### src/rtl/tjmono2_rx_align_ctrl.sv
// tjmono2_rx_align_ctrl: scans edges/taps for error-free windows and applies the centre of the longest one
module tjmono2_rx_align_ctrl #(
  parameter int NUM_TAPS = 32,
  parameter int SETTLE_CYCLES = 64,
  parameter int LOCK_TIMEOUT = 4096,
  parameter int DWELL_CYCLES = 65536,
  parameter int MIN_WINDOW = 3,
  localparam int TW = $clog2(NUM_TAPS),
  localparam int LW = $clog2(NUM_TAPS + 1)
) (
  input  logic          BUS_CLK,
  input  logic          BUS_RST,
  input  logic          START,
  input  logic          ABORT,
  input  logic          RX_READY,
  input  logic [7:0]    DECODER_ERR_CNT,
  output logic [TW-1:0] DLY_VALUE,
  output logic          DLY_LOAD,
  output logic          SAMPLING_EDGE,
  output logic          RX_RESET,
  output logic          BUSY,
  output logic          DONE,
  output logic          FAIL,
  output logic [TW-1:0] BEST_DLY,
  output logic          BEST_EDGE,
  output logic [LW-1:0] WINDOW_LEN
);
  localparam int M1 = SETTLE_CYCLES > LOCK_TIMEOUT ? SETTLE_CYCLES : LOCK_TIMEOUT;
  localparam int MAXC = M1 > DWELL_CYCLES ? M1 : DWELL_CYCLES;
  localparam int CW = MAXC > 1 ? $clog2(MAXC) : 1;
  typedef enum logic [2:0] {IDLE, LOAD, SETTLE, LOCK, DWELL, EVAL, APPLY, FINISH} state_t;
  state_t state, nxt;
  logic [CW-1:0] cnt;
  logic [TW-1:0] tap, cur_start, best_start, cur_start_n, best_start_n, center;
  logic [LW-1:0] cur_len, best_len, cur_len_n, best_len_n;
  logic [7:0] snap;
  logic edge_sel, best_edge, best_edge_n, tap_good, pulse, last_tap, last_dwell, upd, win_ok;
  assign BUSY = state != IDLE && state != FINISH;
  assign DLY_LOAD = pulse;
  assign RX_RESET = pulse;
  assign last_tap = tap == TW'(NUM_TAPS - 1);
  assign last_dwell = cnt == CW'(DWELL_CYCLES - 1);
  always_comb begin
    nxt = state;
    case (state)
      IDLE:    nxt = (START && !ABORT) ? LOAD : IDLE;
      LOAD:    nxt = SETTLE;
      SETTLE:  nxt = (cnt == CW'(SETTLE_CYCLES - 1)) ? LOCK : SETTLE;
      LOCK:    nxt = RX_READY ? DWELL : (cnt == CW'(LOCK_TIMEOUT - 1)) ? EVAL : LOCK;
      DWELL:   nxt = last_dwell ? EVAL : DWELL;
      EVAL:    nxt = (!last_tap || !edge_sel) ? LOAD : APPLY;
      APPLY:   nxt = FINISH;
      default: nxt = IDLE;
    endcase
    if (ABORT && BUSY) nxt = IDLE;
  end
  // Run-length update for the tap being evaluated; strict compare keeps the earliest window on ties
  always_comb begin
    cur_len_n = tap_good ? cur_len + 1'b1 : '0;
    cur_start_n = (tap_good && cur_len == '0) ? tap : cur_start;
    upd = cur_len_n > best_len;
    best_len_n = upd ? cur_len_n : best_len;
    best_start_n = upd ? cur_start_n : best_start;
    best_edge_n = upd ? edge_sel : best_edge;
    win_ok = best_len_n >= LW'(MIN_WINDOW);
    center = best_start_n + TW'((best_len_n - 1'b1) >> 1);
  end
  always_ff @(posedge BUS_CLK) state <= BUS_RST ? IDLE : nxt;
  always_ff @(posedge BUS_CLK) begin
    if (BUS_RST) begin
      cnt <= '0;
      tap <= '0;
      edge_sel <= 1'b0;
      cur_len <= '0;
      cur_start <= '0;
      best_len <= '0;
      best_start <= '0;
      best_edge <= 1'b0;
      tap_good <= 1'b0;
      snap <= '0;
      pulse <= 1'b0;
      DLY_VALUE <= '0;
      SAMPLING_EDGE <= 1'b1;
      DONE <= 1'b0;
      FAIL <= 1'b0;
      BEST_DLY <= '0;
      BEST_EDGE <= 1'b0;
      WINDOW_LEN <= '0;
    end else begin
      cnt <= (nxt != state) ? '0 : cnt + 1'b1;
      pulse <= nxt == LOAD || nxt == APPLY;
      if (ABORT && BUSY) begin
        DONE <= 1'b0;
        FAIL <= 1'b0;
      end
      if (state == IDLE && nxt == LOAD) begin
        DONE <= 1'b0;
        FAIL <= 1'b0;
        tap <= '0;
        edge_sel <= 1'b0;
        cur_len <= '0;
        cur_start <= '0;
        best_len <= '0;
        best_start <= '0;
        best_edge <= 1'b0;
        DLY_VALUE <= '0;
        SAMPLING_EDGE <= 1'b0;
      end
      // A saturated counter cannot reveal new errors, so such a tap never counts as good
      if (state == LOCK) begin
        tap_good <= RX_READY && DECODER_ERR_CNT != 8'hFF;
        snap <= DECODER_ERR_CNT;
      end
      if (state == DWELL) tap_good <= tap_good && RX_READY && (!last_dwell || DECODER_ERR_CNT == snap);
      if (state == EVAL && nxt != IDLE) begin
        cur_start <= cur_start_n;
        best_len <= best_len_n;
        best_start <= best_start_n;
        best_edge <= best_edge_n;
        cur_len <= last_tap ? '0 : cur_len_n;
        tap <= last_tap ? '0 : tap + 1'b1;
        edge_sel <= edge_sel | last_tap;
        if (nxt == LOAD) begin
          DLY_VALUE <= last_tap ? '0 : tap + 1'b1;
          SAMPLING_EDGE <= edge_sel | last_tap;
        end else begin
          WINDOW_LEN <= best_len_n;
          DONE <= win_ok;
          FAIL <= !win_ok;
          BEST_DLY <= win_ok ? center : '0;
          BEST_EDGE <= win_ok & best_edge_n;
          DLY_VALUE <= win_ok ? center : '0;
          SAMPLING_EDGE <= !win_ok | best_edge_n;
        end
      end
    end
  end
endmodule

### config.mk
export PLATFORM = sky130hd
export DESIGN_NAME = tjmono2_rx_align_ctrl
export DESIGN_NICKNAME = d
export VERILOG_FILES = /design/src/rtl/tjmono2_rx_align_ctrl.sv
export SDC_FILE = /design/constraint.sdc
export NUM_CORES = 1
export LEC_CHECK = 0
export CORE_ASPECT_RATIO = 1.75
export CORE_MARGIN = 1
export CORE_UTILIZATION = 48
export DETAILED_ROUTE_END_ITERATION = 10
export PLACE_DENSITY = 0.68
export SKIP_CTS_REPAIR_TIMING = 1
export SYNTH_ARGS = -nofsm -noshare
export SYNTH_HDL_FRONTEND = slang
export SYNTH_SLANG_ARGS = --single-unit
export TNS_END_PERCENT = 50
### constraint.sdc
create_clock -name BUS_CLK -period 6.11 [get_ports BUS_CLK]
set_input_delay 1.5275 -clock BUS_CLK [delete_from_list [all_inputs] [get_ports BUS_CLK]]
set_output_delay 1.5275 -clock BUS_CLK [all_outputs]
set_load 0.05 [all_outputs]
Word-level counts from Yosys, hierarchy flattened
Index checks and enable logic that the tools add are counted.
{"block": "word_totals", "regBits": 78, "in_bits": 13, "out_inout_bits": 23}
{"block": "classes", "n_addsub": 5, "order_cmp": 2, "n_eq_ne": 16, "n_mux": 40, "bitwise": 4, "n_reduce_logical": 25}
{"op": "5-bit 2-to-1 mux", "count": 10}
{"op": "6-bit 2-to-1 mux", "count": 6}
{"op": "3-bit case mux with 7 select lines", "count": 1}
{"op": "1-bit 2-to-1 mux", "count": 19}
{"op": "16-bit by 1-bit adder with 16-bit output, second input constant", "count": 1}
{"op": "16-bit by 12-bit == test with 1-bit output, second input constant", "count": 1}
{"op": "16-bit == test, second input constant", "count": 1}
{"op": "16-bit by 6-bit == test with 1-bit output, second input constant", "count": 1}
{"op": "3-bit == test, second input constant", "count": 4}
{"op": "3-bit 2-to-1 mux", "count": 4}
{"op": "1-bit logical AND", "count": 9}
{"op": "8-bit == test", "count": 1}
{"op": "8-bit != test, second input constant", "count": 1}
{"op": "6-bit by 1-bit adder with 6-bit output, second input constant", "count": 1}
{"op": "3-bit by 1-bit == test with 1-bit output, second input constant", "count": 2}
{"op": "3-bit by 2-bit == test with 1-bit output, second input constant", "count": 2}
{"op": "6-bit by 2-bit greater-or-equal comparator with 1-bit output, second input constant", "count": 1}
{"op": "6-bit > comparator", "count": 1}
{"op": "6-bit zero test", "count": 1}
{"op": "3-bit nonzero test", "count": 2}
{"op": "6-bit by 1-bit subtractor with 6-bit output, second input constant", "count": 1}
{"op": "5-bit by 1-bit adder with 5-bit output, second input constant", "count": 1}
{"op": "5-bit adder", "count": 1}
{"op": "5-bit == test, second input constant", "count": 1}
{"op": "other kinds (11)", "count": 19}

Depth between registers and ports, before layout
{"block": "logic_depth", "depth_word": 11, "depth_mapped": 27}

Least setup slack after synthesis
No wires, ideal clock.
{"block": "synth_path", "kind": "register -> register", "from": "reg cur_len[0]", "to": "reg DLY_VALUE[4]", "setup_time_ps": 134, "arrival_ps": 4239, "required_time_ps": 5976, "path_slack_ps": 1738, "stages_incl_launch_ff": 27, "path_cell_list": "dfxtp_1 -> ha_1 -> nand3_1 -> xnor2_1 -> and2_1 -> clkbuf_1 -> ha_1 -> and3_1 -> o21ai_0 -> a21oi_1 -> nand2b_1 -> nand3_2 -> buf_2 -> o21a_1 -> ha_1 -> inv_1 -> ha_1 -> inv_1 -> fa_1 -> nor2b_1 -> o21ai_0 -> nand2b_1 -> nand2b_1 -> o2bb2ai_1 -> o211ai_1 -> xor2_1 -> o22ai_1"}
{"block": "synth_between", "elab_chain_len": 9, "word_cells_on_any_way": 14}
{"item": "start: declaration", "line": "35", "rtl": "logic [LW-1:0] cur_len, best_len, cur_len_n, best_len_n;"}
{"item": "start signal: assignment", "line": "120", "rtl": "cur_len <= last_tap ? '0 : cur_len_n;"}
{"item": "6-bit by 1-bit adder with 6-bit output", "line": "59", "rtl": "cur_len_n = tap_good ? cur_len + 1'b1 : '0;"}
{"item": "6-bit 2-to-1 mux", "line": "59"}
{"item": "6-bit > comparator", "line": "61", "rtl": "upd = cur_len_n > best_len;"}
{"item": "6-bit 2-to-1 mux", "line": "62", "rtl": "best_len_n = upd ? cur_len_n : best_len;"}
{"item": "6-bit by 1-bit subtractor with 6-bit output", "line": "66", "rtl": "center = best_start_n + TW'((best_len_n - 1'b1) >> 1);"}
{"item": "5-bit adder", "line": "66"}
{"item": "5-bit 2-to-1 mux *", "line": "132", "rtl": "DLY_VALUE <= win_ok ? center : '0;"}
{"item": "5-bit 2-to-1 mux *", "line": "123", "rtl": "if (nxt == LOAD) begin"}
{"item": "5-bit 2-to-1 mux *", "line": "115", "rtl": "if (state == EVAL && nxt != IDLE) begin"}
{"item": "end signal: assignment", "line": "124", "rtl": "DLY_VALUE <= last_tap ? '0 : tap + 1'b1;"}
{"item": "end signal: assignment", "line": "132"}
{"item": "end: declaration", "line": "17", "rtl": "output logic [TW-1:0] DLY_VALUE,"}
Mark *: on every way between the ends. The rest lies on a longest branch, timed or not.
A chain may end at the register's enable or synchronous reset.

Worst setup path in the final report
{"block": "layout_path", "from": "reg cur_len[2]", "to": "reg DLY_VALUE[4]"}
The elaborated chain is that of the path after synthesis.

==> results.md <==
- Hold Vio Cnt, Final: 0
- Worst Path Required: 6.31 ns
- Routed vias/inst: 5.65
- Largest net degree at the start of global routing: 65
- N_diodes: 0
- HP Start: cnt[0]$_SDFF_PP0_
- Setup Slack @ Placement: 1.23 ns
- CTS clk-pin slew, worst paths: 0.07 ns
- Worst flop-to-flop path startpoint: cur_len[2]$_SDFFE_PP0P_
- Largest area contributor in the netlist: dfxtp_1
- Pleak: 1.78 nW
- Nets: 570
- Crit Path Max Fanout: 17
- Buffer and inverter count on the worst path: 0
- Design area: 0.00495 mm²
- Drt first pass iters: 5
- Die Ht: 127 µm
- Hpwl dp: 7760 µm
- DRT iter0 DRCs: 191
- Global-route usage over all layers: 24.6%
- Seq/Total Area, Yosys: 36.7%
- Ys Warns: 0
- Final Wtd Congestion: 0.942
- Worst r2r dst: DLY_VALUE[4]$_SDFFE_PP0P_
- Cell variety after synth: 56
- Max-cap violation count: 0
- Setup TNS: 0 ns
- First-pass GRT wire length: 17300 µm
- Worst vdd ir: 149 µV
- Global route overflow: 0
- Initial antenna violation count: 0
- Worst path cell trace: and4_1, a21oi_1, or2_1, ha_1, and3_1, o21ai_0, a21oi_1, nand2b_1, nand3_2, o21a_1, ha_1, nand2_1, nor2_1, xor2_1, nor2_1, a21oi_1, ha_1, o21ai_0, nand2b_1, nand2b_1, o2bb2ai_1, o211ai_1, xor2_1, o22ai_1
- Critical Path Stages: 24
- Die footprint: 0.00927 mm²
- Buffers on Ports: 35
- Hold WC Path Type: reg -> reg
- Worst Reg2Reg Path Length in Cells: 24
- Post-synth ARST share: 0%
- Final setup viols: 0
- Vias in the first global route: 3773
- CTS tree: built
- Endpoint class of the critical path: flop
- Worst skew pair latency: 0.34 ns
- Remaining antenna violation count: 0
- Min Tclk post-route: 4.91 ns
- Worst Hold Depth: 1
- Cell Area, Synth: 0.00426 mm²
- Die X: 73.2 µm
- Worst path max stage delay: 0.42 ns
- # clock sinks: 78
- Area contributors post-synth: dfxtp_1, nor2_1, ha_1, xnor2_1, a22oi_1
- Syn Nets: 548
- Slew headroom: 41.7%
- Post-DP Area: 0.00466 mm²
- Status: completed
- Period utilization: 80.3%
- CTS H-tree lvls: 3
- Critical Path Source Type: flop
- Post-synth top flop: dfxtp_1
- Gate count of the mapped netlist: 517
- Worst-margin pin slew: 0.875 ns
- Yosys top cell area share: 36.7%
- WL per Instance: 16.0 µm
- CTS Buffer Depth: 2
- DR vias: 3737
- Crit Path Class: reg -> reg
- Layout cells sized above 1: 7.35%
- CTS root buf: clkbuf_16
- Crit path DAT: 5.11 ns
- Post-synth EDFFs: 0
- R2R Setup Slk: 1.20 ns
- Syn Area/Cell: 8.24 µm²
- Total wire length: 10600 µm
- Most frequent cells after synthesis: dfxtp_1, nor2_1, nand2_1
- CP max-delay cell: dfxtp_1
- Hold EP: cnt[0]$_SDFF_PP0_
- RSZ-0062 raised after global routing: no
- Final WS setup: 1.20 ns
- TritonCTS Buffers: 9
- Pins Over Slew Limit: 0
- Delay-heaviest family, CP: simple AND/OR/NAND/NOR gates
- Clk_skew: 0.0107 ns
- Pwr dens: 227 mW/mm²
- #FFs+latches synth: 78
- Most common cell in the synthesized netlist: dfxtp_1
- I/O pins: 36
- DRC viols: 0
- Core area: 0.00861 mm²
- Synth-to-Final Area Change: 16.3%
- Max frequency: 0.204 GHz
- Row cnt: 45
- Initial Util: 49.5%
[power breakdown]
group          internal, mW  total (mW)  switching (mW)
logic                0.0237      0.0664          0.0427
registers             0.513       0.519         0.00525
clock network         0.319       0.541           0.222
total                 0.856        1.13           0.270
[cell type report]
class / instances / area, µm²
clock buffers: 10 / 229
repair buffers: 38 / 368
inverters: 20 / 75.1
flip-flops and latches: 78 / 1560
multi-input cells: 392 / 2500
fillers: 816 / 3660
clock inverters: 6 / 70.1
well taps: 117 / 146
[cell usage in the layout, fill, tap and decap left out, types with 16 or more instances in the layout]
master / synthesis / final
nand2_1: 40 / 40
ha_1: 17 / 17
inv_1: 20 / 20
o21ai_0: 16 / 16
xnor2_1: 21 / 21
xor2_1: 16 / 16
dfxtp_1: 78 / 78
nand3_1: 20 / 20
a22oi_1: 24 / 24
a21oi_1: 34 / 34
clkdlybuf4s50_1: 0 / 34
nor2_1: 74 / 74
[cell families (layout without fill, tap and decap cells)]
group	after synthesis	count (layout)	synth area share [%]
AO/OA/AOI/OAI	109	109	16.7
XOR/XNOR	37	37	7.61
adder cells (fa/ha/maj)	18	18	5.46
buffers and inverters	47	74	4.55
flip-flops	78	78	36.7
multiplexers	17	17	4.43
AND/OR/NAND/NOR	211	211	24.6
[sequential cells by signal (all words and copies together) (netlist names), 3 cells and up]
register and flops:
cnt 16, snap 8, WINDOW_LEN 6, best_len 6
cur_len 6, BEST_DLY 5, DLY_VALUE 5, best_start 5
cur_start 5, tap 5, state 3
[worst max path at each step]
stage / end / startpoint
floorplan: DLY_VALUE[4]$_SDFFE_PP0P_ / cur_len[0]$_SDFFE_PP0P_
global placement: DLY_VALUE[4]$_SDFFE_PP0P_ / cur_len[2]$_SDFFE_PP0P_
detailed placement: DLY_VALUE[4]$_SDFFE_PP0P_ / cur_len[0]$_SDFFE_PP0P_
CTS: DLY_VALUE[4]$_SDFFE_PP0P_ / cur_len[0]$_SDFFE_PP0P_
global route: DLY_VALUE[4]$_SDFFE_PP0P_ / cur_len[0]$_SDFFE_PP0P_
finish: DLY_VALUE[4]$_SDFFE_PP0P_ / cur_len[2]$_SDFFE_PP0P_
[per-layer routing]
layer	GRT usage, %	share of wire (%)	routed length, µm	up-vias
met1	23.7	37	3930	1781
li1	-	-	-	1849
met5	0	0	0	-
met2	45.2	55	5780	75
met4	16.6	5.2	546	0
met3	4.69	3.0	322	32
[metrics by stage]
| step | utilization (%) | hold slack [ns] | instances | total power, mW |
|---|---|---|---|---|
| floorplan | - | 0.418 | 517 | 0.571 |
| global placement | 54.0 | 0.435 | 645 | 0.595 |
| detailed placement | 54.0 | 0.437 | 645 | 0.596 |
| CTS | 57.5 | 0.451 | 661 | 1.14 |
| global route | 57.5 | 0.484 | 661 | 1.16 |
| finish | 57.5 | 0.445 | 661 | 1.13 |
(Power assumes the default switching activity.)
